<file path="src/rtl/bcd_pkg.sv">
// bcd_pkg: shared FSM state type and BCD digit helpers
package bcd_pkg;
   typedef enum logic [1:0] {IDLE, RUN, DONE} state_t;
   localparam logic [3:0] BCD_MAX = 4'd9;
   function automatic logic bcd_digit_ok(logic [3:0] d);
      return d <= BCD_MAX;
   endfunction
endpackage

</file>
<file path="src/rtl/bcd_mul_by_5.sv">
// bcd_mul_by_5: single BCD digit times five as a {tens, ones} digit pair
module bcd_mul_by_5 (
   input  logic [3:0] d_i,
   output logic [3:0] ones_o,
   output logic [3:0] tens_o
);
   // d*5 = 10*(d>>1) + 5*d[0]
   assign ones_o = d_i[0] ? 4'd5 : 4'd0;
   assign tens_o = {1'b0, d_i[3:1]};
endmodule

</file>
<file path="src/rtl/bcd_serial_mul_by_5.sv">
// bcd_serial_mul_by_5: digit-serial multi-digit BCD multiply-by-5 with valid/ready handshake
module bcd_serial_mul_by_5
   import bcd_pkg::*;
#(
   parameter int DIGITS = 4
) (
   input  logic                    i_clk,
   input  logic                    i_rst,
   input  logic                    i_valid,
   output logic                    o_ready,
   input  logic [4*DIGITS-1:0]     i_num_bcd,
   output logic                    o_valid,
   input  logic                    i_ready,
   output logic [4*(DIGITS+1)-1:0] o_num_bcd,
   output logic                    o_err
);
   localparam int CW = DIGITS > 1 ? $clog2(DIGITS) : 1;
   state_t                    state_q, state_d;
   logic [CW-1:0]             cnt_q, cnt_d;
   logic [3:0]                carry_q, carry_d;
   logic [4*DIGITS-1:0]       op_q, op_d;
   logic [4*(DIGITS+1)-1:0]   res_q, res_d;
   logic                      err_q, err_d;
   logic [3:0]                digit, ones, tens;
   logic                      last;
   assign digit = op_q[{cnt_q, 2'b00} +: 4];
   assign last  = cnt_q == CW'(DIGITS - 1);
   bcd_mul_by_5 u_mul (
      .d_i    (digit),
      .ones_o (ones),
      .tens_o (tens)
   );
   always_ff @(posedge i_clk) begin
      if (i_rst) begin
         state_q <= IDLE;
         cnt_q   <= '0;
         carry_q <= '0;
         op_q    <= '0;
         res_q   <= '0;
         err_q   <= 1'b0;
      end else begin
         state_q <= state_d;
         cnt_q   <= cnt_d;
         carry_q <= carry_d;
         op_q    <= op_d;
         res_q   <= res_d;
         err_q   <= err_d;
      end
   end
   always_comb begin
      state_d = state_q;
      case (state_q)
         IDLE:    state_d = i_valid ? RUN : IDLE;
         RUN:     state_d = last ? DONE : RUN;
         DONE:    state_d = i_ready ? IDLE : DONE;
         default: state_d = IDLE;
      endcase
   end
   // ones is 0 or 5 and carry at most 4, so each result digit needs no decimal adjust
   always_comb begin
      cnt_d   = cnt_q;
      carry_d = carry_q;
      op_d    = op_q;
      res_d   = res_q;
      err_d   = err_q;
      if (state_q == IDLE && i_valid) begin
         op_d    = i_num_bcd;
         cnt_d   = '0;
         carry_d = '0;
         res_d   = '0;
         err_d   = 1'b0;
      end else if (state_q == RUN) begin
         res_d[{cnt_q, 2'b00} +: 4] = ones + carry_q;
         carry_d = tens;
         err_d   = err_q | ~bcd_digit_ok(digit);
         cnt_d   = cnt_q + 1'b1;
         if (last) res_d[4*DIGITS +: 4] = tens;
      end
   end
   always_comb begin
      o_ready   = state_q == IDLE && !i_rst;
      o_valid   = state_q == DONE;
      o_err     = o_valid && err_q;
      o_num_bcd = (o_valid && !err_q) ? res_q : '0;
   end
endmodule

</file>
<file path="config.mk">
export PLATFORM = sky130hd
export DESIGN_NAME = bcd_serial_mul_by_5
export DESIGN_NICKNAME = d
export VERILOG_FILES = /design/src/rtl/bcd_pkg.sv /design/src/rtl/bcd_mul_by_5.sv /design/src/rtl/bcd_serial_mul_by_5.sv
export SDC_FILE = /design/constraint.sdc
export NUM_CORES = 1
export LEC_CHECK = 0
export BUFFER_PORTS_ARGS = -buffer_cell sky130_fd_sc_hd__buf_2
export CAP_MARGIN = 10
export CELL_PAD_IN_SITES_DETAIL_PLACEMENT = 1
export CELL_PAD_IN_SITES_GLOBAL_PLACEMENT = 1
export CORE_UTILIZATION = 25
export CTS_BUF_LIST = sky130_fd_sc_hd__clkbuf_4 sky130_fd_sc_hd__clkbuf_8 sky130_fd_sc_hd__clkbuf_16
export DETAILED_ROUTE_END_ITERATION = 10
export PLACE_DENSITY = 0.57
export SYNTH_ARGS = -nofsm -noshare
export SYNTH_HDL_FRONTEND = slang
export SYNTH_SLANG_ARGS = --single-unit
export TNS_END_PERCENT = 10
</file>
<file path="constraint.sdc">
create_clock -name i_clk -period 6.2 [get_ports i_clk]
set_input_delay 1.24 -clock i_clk [delete_from_list [all_inputs] [get_ports i_clk]]
set_output_delay 1.24 -clock i_clk [all_outputs]
set_load 0.01 [all_outputs]
</file>
* Word level (Yosys, flattened, before mapping)
Index checks and enable logic that the tools add are counted.
** Word-level totals
- Flip-flop bits (word level) :: 44
- Output and inout bits :: 23
- Word-level logic and storage cells :: 34
** Cells by class
- Add/sub/neg operators :: 3
- Magnitude comparators :: 1
- Equality and inequality tests :: 3
- Shift-type cells :: 3
- Muxes and demuxes :: 8
- Bitwise gates (word level) :: 2
- Reduce and logical (&&, ||, !) cells :: 8
** Operator list (number)
- 20-bit bitwise mux :: 1
- 20-bit two-way mux :: 1
- 4-bit by 6-bit variable shift with 20-bit output (first input constant) :: 1
- 4-bit by 6-bit indexed part select with 20-bit output :: 1
- 16-bit by 5-bit indexed part select with 4-bit output :: 1
- 4-bit negator with 6-bit output :: 1
- 2-bit one-hot mux with 3 select lines :: 1
- 4-bit by 3-bit adder with 4-bit output :: 1
- 2-bit == test (second input constant) :: 2
- 4-bit <= comparator (second input constant) :: 1
- 1-bit logical AND :: 4
- 2-bit two-way mux :: 2
- 4-bit two-way mux :: 1
- 3-bit two-way mux :: 1
- 2-bit by 1-bit adder with 2-bit output (second input constant) :: 1
- 2-bit by 1-bit == test with 1-bit output (second input constant) :: 1
- 1-bit logical NOT :: 2
- 2-bit logical NOT :: 1
- 2-bit OR reduction :: 1
- 1-bit two-way mux :: 1
- 1-bit inverter :: 1
- 1-bit bitwise OR :: 1

* Longest topological paths before layout
Gate-level depths: netlist of run 1.
- Word-level depth :: 6
- Depth in mapped cells :: 7
- Gate-level depth less buffers :: 6

* Cells and area by module
From an unflattened synthesis of run 1, not the netlist that was laid out.
** Unflattened totals
- Cells, all modules :: 263
- Area, all modules :: 2329.7 sq um
** Modules (own cells, without submodules)
- bcd_serial_mul_by_5 :: times used 1, cells an instance 254, area an instance 2265.9 sq um
- bcd_mul_by_5 :: times used 1, cells an instance 9, area an instance 63.8 sq um

* Least setup slack after synthesis of run 1
No wires, ideal clock.
- Path kind :: input-to-output
- Start :: in i_rst
- End :: out o_ready
- Arrival time :: 1685 ps
- Data required time :: 4960 ps
- Setup slack :: 3275 ps
- Stages on the path :: 2
- Cell sequence :: clkbuf_1 -> nor3_1
** Between the ends
- Word-level cells in the longest chain between the ends :: 2
** RTL lines
- from (decl) :: RTL line bcd_serial_mul_by_5.sv:8 : input logic i_rst,
- 1-bit logical NOT :: RTL line bcd_serial_mul_by_5.sv:81 : o_ready = state_q == IDLE && !i_rst;
- 1-bit logical AND :: RTL line bcd_serial_mul_by_5.sv:81
- to (decl) :: RTL line bcd_serial_mul_by_5.sv:10 : output logic o_ready,
Every way passes these cells.

* Worst setup path after layout of run 1
- Start :: reg state_q[1]
- End :: out o_num_bcd[0]
** Between the ends
- Word-level cells in the longest chain between the ends :: 3
** RTL lines
- from (decl) :: RTL line bcd_serial_mul_by_5.sv:18 : state_t state_q, state_d;
- from (signal assigned) :: RTL line bcd_serial_mul_by_5.sv:42 : state_q <= state_d;
- 2-bit == test :: RTL line bcd_serial_mul_by_5.sv:82 : o_valid = state_q == DONE;
- 1-bit logical AND :: RTL line bcd_serial_mul_by_5.sv:84 : o_num_bcd = (o_valid && !err_q) ? res_q : '0;
- 20-bit two-way mux :: RTL line bcd_serial_mul_by_5.sv:84
- to (decl) :: RTL line bcd_serial_mul_by_5.sv:14 : output logic [4*(DIGITS+1)-1:0] o_num_bcd,
Every way passes these cells.

==> impl_metrics.json, run 1 <==
{
  "placedCellCount": 378,
  "endpoint": "o_num_bcd[0]",
  "synthAdderAreaFrac": 0.0581,
  "rsz0062_at_grt": "no",
  "slew-limit-headroom": 0.328,
  "grt_usage": 0.126,
  "areaGrowthSynthToFinish_pct": 17.7,
  "io_pins": 43,
  "worstMarginPinSlew_ns": 1.01,
  "finalNetCount": 310,
  "numCtsBuffers": 5,
  "power_density_nw_per_um2": 228,
  "ff2ff_path_depth": 6,
  "die_h_um": 94.8,
  "r2r_slack_ns": 3.37,
  "fin_cells": 386,
  "cp.arrival_ns": 2.41,
  "start_util": 0.261,
  "rows": 33,
  "synth_area_per_cell_um2": 8.75,
  "rr_startpoint": "cnt_q[0]$_SDFFE_PP0P_",
  "core_um2": 8260,
  "crit_type": "reg2out",
  "status": "completed",
  "antenna_found_initial": 0,
  "yosys.area.top_type": "dfxtp_1",
  "yosysUniqueCellTypes": 37,
  "num_antenna_cells": 0,
  "period_minus_slack_ns": 3.65,
  "gp_routability_congestion": 0.689,
  "synthCells": 246,
  "synth-simple-area-share": 0.294,
  "synthXorXnorAreaFrac": 0.00814,
  "synth_compound_area_frac": 0.120,
  "htreeDepth": 2,
  "final_max_slew_viol_count": 0,
  "min_from": "res_q[5]$_SDFFE_PP0P_",
  "design_area_um2": 2530,
  "cts.sinks": 44,
  "grt-ovfl-total": 0,
  "path_clk_slew_ns": 0.09,
  "grt_max_degree": 26,
  "grt_pass1_vias": 1792,
  "syn-num-nets": 276,
  "synth_seq_area_share": 0.409,
  "synth_top_area_frac": 0.409,
  "drt_iter0_drc": 31,
  "ys_warn_count": 0,
  "cts_hold_buf": 0,
  "dp_hpwl_mm": 3.79,
  "fin_crit_sh": 0.588,
  "startpoint_type": "register",
  "drc": 0,
  "setup_tns_ns": 0,
  "fillers": 1004,
  "final_cell_mix": "nand2_1 (46), dfxtp_1 (44), buf_2 (42), a21oi_1 (30), and2_1 (22)",
  "p_leak_uw": 0.00105,
  "final_antenna_net_count": 0,
  "die_w_um": 94.8,
  "postRouteWirelength_mm": 5.17,
  "synth_area_leaders": "dfxtp_1 (41%), nand2_1 (8.0%), a21oi_1 (7.0%)",
  "fin_util": 0.307,
  "holdPathStages": 2,
  "synth_top_family_by_area": "simple AND/OR/NAND/NOR gates",
  "post_cts.repair.setup_buffers": 0,
  "endpoint_kind": "output port",
  "crit_fanout": 20,
  "hp-class": "reg2reg",
  "setup_ws_ns": 2.55,
  "synthMuxAreaShare": 0.0657,
  "clockBufferDepth": 2,
  "cts_resized": 0,
  "final_common_cell": "nand2_1",
  "peakVddDrop_v": 0.0000841,
  "hold_viol": 0,
  "grt_pass1_wl_mm": 8.76,
  "synth.ff_latch_count": 44,
  "syn-cell-area_um2": 2150,
  "setup_viol": 0,
  "skew_ns": 0.0126,
  "vias": 1787,
  "worstSetupStartpoint": "state_q[1]$_SDFF_PP0_",
  "cts_tree": "done",
  "clockRootBuffer": "clkbuf_8",
  "drive_gt1_frac": 0.203,
  "r2r_end": "res_q[18]$_SDFFE_PP0P_",
  "worstPathRequired_ns": 4.96,
  "place_area_um2": 2420,
  "die_area_um2": 8980,
  "pre_cts_slack_ns": 2.69,
  "cap_violations": 0,
  "port_buffers": 42,
  "wl_per_cell_um": 13.4,
  "max_freq_mhz": 274,
  "clock_latency_ns": 0.30,
  "drt_first_pass_iters": 4,
  "avgViaCountPerCell": 4.63
}
## where the power goes
part           leakage, uW  switching [uW]  total, uW  internal, uW
logic             0.000635            32.9       54.8          21.9
registers         0.000357            8.43        299           290
clock network    0.0000583             102        224           121
## area by class of cell
type,instances,area [um^2],area share
inverters,5,18.8,0.00741
clock buffers,5,68.8,0.0272
clock inverters,3,47.5,0.0188
multi-input cells,182,1180,0.464
flip-flops and latches,44,881,0.348
well taps,105,131,0.0519
repair buffers,42,210,0.0830
## per-stage QoR
step	hold slack (ns)	power (uW)
floorplan	0.426	345
global placement	0.438	360
detailed placement	0.443	362
CTS	0.456	588
global route	0.464	608
finish	0.449	577
## worst max-delay path, cell delays in order, from the launching register on
cell and delay (ns):
dfxtp_1 0.61, nor2b_1 0.29, nor2b_1 0.82, and2_1 0.24, buf_2 0.14
## sequential cells by signal (all words and copies together), names as in the netlist
signal	count
res_q	20
op_q	16
carry_q	3
cnt_q	2
state_q	2
err_q	1
## layer usage
layer,GRT usage,up-vias,share of wire
li1,-,915,-
met1,0.147,833,0.48
met2,0.229,32,0.48
met3,0.0266,7,0.031
met4,0.0379,0,0.013
met5,0,-,0
## cell families after synthesis
| group | Yosys count |
|---|---|
| buf+inv | 20 |
| flops | 44 |
| xor+xnor | 2 |
| simple gates | 119 |
| mux | 8 |
| compound gates | 43 |
| fa+ha+maj | 10 |
## worst min-delay path by stage
stage	to	slack [ns]
after global routing	res_q[5]$_SDFFE_PP0P_	0.46
after global placement	res_q[12]$_SDFFE_PP0P_	0.44
after CTS	res_q[5]$_SDFFE_PP0P_	0.46
after detailed placement	res_q[5]$_SDFFE_PP0P_	0.44
final	res_q[5]$_SDFFE_PP0P_	0.45
after floorplan	res_q[15]$_SDFFE_PP0P_	0.43
## synth_stat cells, drive strengths merged
| cell | number |
|---|---|
| nand2b | 1 |
| ha | 10 |
| or3b | 1 |
| and2 | 22 |
| inv | 5 |
| nor3b | 1 |
| a31o | 1 |
| nand3b | 4 |
| clkbuf | 8 |
| nor3 | 5 |
| nor2b | 7 |
| xnor2 | 1 |
| a21oi | 30 |
| o21ai | 2 |
| a31oi | 1 |
| xor2 | 1 |
| nand4 | 7 |
| nor2 | 13 |
| mux2i | 4 |
| nor4b | 1 |
| buf | 7 |
| nand3 | 6 |
| and4bb | 1 |
| and2b | 1 |
| a2111oi | 1 |
| mux4 | 4 |
| nand2 | 46 |
| dfxtp | 44 |
| a32oi | 4 |
| a221oi | 3 |
| a22oi | 1 |
| and3b | 3 |
Note: power is estimated with default switching activity, not from simulation.
==> inputs of run 2 (changes only) <==
==> constraint.sdc (replaced) <==
create_clock -name i_clk -period 3.41 [get_ports i_clk]
set_input_delay 0.682 -clock i_clk [delete_from_list [all_inputs] [get_ports i_clk]]
set_output_delay 0.682 -clock i_clk [all_outputs]
set_load 0.01 [all_outputs]
==> run 2 against run 1 <==
  * Clock skew is 0.0048 ns lower
  * Critical path depth is 1 higher
  * Critical path type unchanged
  * Clock power grew 140%
  * Wire length decreased by 1.5%
  * First-iteration DRC count rose to 2.5 times the previous value
  * Utilization rose by 0.79 points
  * Highest routed layer unchanged
  * Hold slack worse by 0.00070 ns
==> impl_metrics.json, run 2 (synthesized netlist as in run 1, its figures left out) <==
{
  "status": "completed",
  "hp-class": "reg2reg",
  "worstPathRequired_ns": 2.73,
  "grt_pass1_vias": 1791,
  "regArea_um2": 881,
  "r2r_end": "res_q[18]$_SDFFE_PP0P_",
  "drc": 0,
  "final_max_slew_viol_count": 0,
  "peakVddDrop_v": 0.000139,
  "cts_resized": 0,
  "switchingPower_uw": 251,
  "reg.largest.list": "res_q (20), op_q (16), carry_q (3)",
  "max_freq_mhz": 398,
  "io_pins": 43,
  "endpoint_kind": "output port",
  "cp.arrival_ns": 1.83,
  "setup_viol": 0,
  "power_frac_clock": 0.457,
  "fin_util": 0.315,
  "cts.sinks": 44,
  "rows": 33,
  "slew-limit-headroom": 0.366,
  "cts_hold_buf": 0,
  "ff2ff_path_depth": 6,
  "clockRootBuffer": "clkbuf_8",
  "die_w_um": 94.8,
  "r2r_slack_ns": 1.15,
  "port_buffers": 42,
  "clock_latency_ns": 0.29,
  "path_clk_slew_ns": 0.09,
  "vias": 1758,
  "fillers": 1005,
  "hold_viol": 0,
  "num_antenna_cells": 0,
  "start_util": 0.261,
  "multiInputGateArea_um2": 1180,
  "power_density_nw_per_um2": 457,
  "swShare": 0.212,
  "rr_startpoint": "cnt_q[0]$_SDFFE_PP0P_",
  "endpoint": "o_num_bcd[13]",
  "p_seq_frac": 0.454,
  "dp_hpwl_mm": 3.77,
  "worstSetupStartpoint": "state_q[1]$_SDFF_PP0_",
  "drt_iter0_drc": 79,
  "period_minus_slack_ns": 2.51,
  "grt_usage": 0.124,
  "p_leak_uw": 0.00109,
  "fin_crit_sh": 0.736,
  "startpoint_type": "register",
  "drt_first_pass_iters": 4,
  "areaGrowthSynthToFinish_pct": 20.8,
  "final_cell_mix": "nand2_1 (46), dfxtp_1 (44), buf_2 (42), a21oi_1 (30), and2_1 (22)",
  "die_area_um2": 8980,
  "worstMarginPinSlew_ns": 0.949,
  "postRouteWirelength_mm": 5.09,
  "die_h_um": 94.8,
  "antenna_found_initial": 0,
  "rsz0062_at_grt": "no",
  "htreeDepth": 2,
  "core_um2": 8260,
  "drive_gt1_frac": 0.211,
  "crit_type": "reg2out",
  "final_common_cell": "nand2_1",
  "final_antenna_net_count": 0,
  "clockBufferDepth": 2,
  "avgViaCountPerCell": 4.52,
  "largest_reg_flops": 20,
  "p_int_uw": 936,
  "cap_violations": 0,
  "gp_routability_congestion": 0.834,
  "finalNetCount": 313,
  "skew_ns": 0.00781,
  "numCtsBuffers": 5,
  "crit_fanout": 20,
  "cts_tree": "done",
  "grt_pass1_wl_mm": 8.77,
  "regMostFlops": "res_q",
  "comb_power_share": 0.089,
  "grt-ovfl-total": 0,
  "grt_max_degree": 26,
  "wl_per_cell_um": 13.1,
  "setup_tns_ns": 0,
  "post_cts.repair.setup_buffers": 0
}
[run 2: cell type report]
class                   count  share of cell area
clock buffers               5              0.0265
multi-input cells         182               0.453
repair buffers             45              0.0896
flip-flops and latches     44               0.339
inverters                   5             0.00722
clock inverters             3              0.0347
well taps                 105              0.0506
[run 2: worst max-delay path: stages (launching register included)]
cell     delay, ns
dfxtp_1       0.61
nor2b_1       0.28
nor2b_1       0.16
buf_4         0.21
and2_1        0.15
buf_2         0.12
[run 2: per-layer routing]
metal | vias to the layer above | global-route usage | part of all wire | routed length [um]
met4 | 0 | 0.0303 | 0.0049 | 25
met5 | - | 0 | 0 | 0
met3 | 2 | 0.0266 | 0.034 | 172
li1 | 922 | - | - | -
met2 | 30 | 0.203 | 0.46 | 2370
met1 | 804 | 0.164 | 0.50 | 2520
[run 2: power groups by stage]
stage	clock network, uW	logic [uW]	registers, uW
final	542	106	539
after global routing	582	119	542
after CTS	559	108	540
after detailed placement	0	108	552
after global placement	0	106	551
after floorplan	0	80.8	546
[run 2: worst min-delay path by stage]
stage	end	startpoint	slack, ns	cells past startpoint
floorplan	res_q[15]$_SDFFE_PP0P_	res_q[15]$_SDFFE_PP0P_	0.43	2
detailed placement	res_q[10]$_SDFFE_PP0P_	res_q[10]$_SDFFE_PP0P_	0.44	2
CTS	res_q[10]$_SDFFE_PP0P_	res_q[10]$_SDFFE_PP0P_	0.45	2
global route	op_q[7]$_SDFFE_PP0P_	op_q[7]$_SDFFE_PP0P_	0.48	2
global placement	res_q[12]$_SDFFE_PP0P_	res_q[12]$_SDFFE_PP0P_	0.44	2
finish	res_q[19]$_SDFFE_PP0P_	res_q[19]$_SDFFE_PP0P_	0.45	2
[run 2: metrics by stage]
stage / area, um^2 / hold WS, ns / power [uW] / std cells / setup WS [ns]
detailed placement: 2440 / 0.441 / 660 / 381 / 1.18
global placement: 2440 / 0.436 / 657 / 381 / 1.23
floorplan: 2150 / 0.426 / 627 / 246 / 1.18
CTS: 2600 / 0.454 / 1210 / 389 / 0.868
finish: 2600 / 0.448 / 1190 / 389 / 0.899
global route: 2600 / 0.478 / 1240 / 389 / 0.717
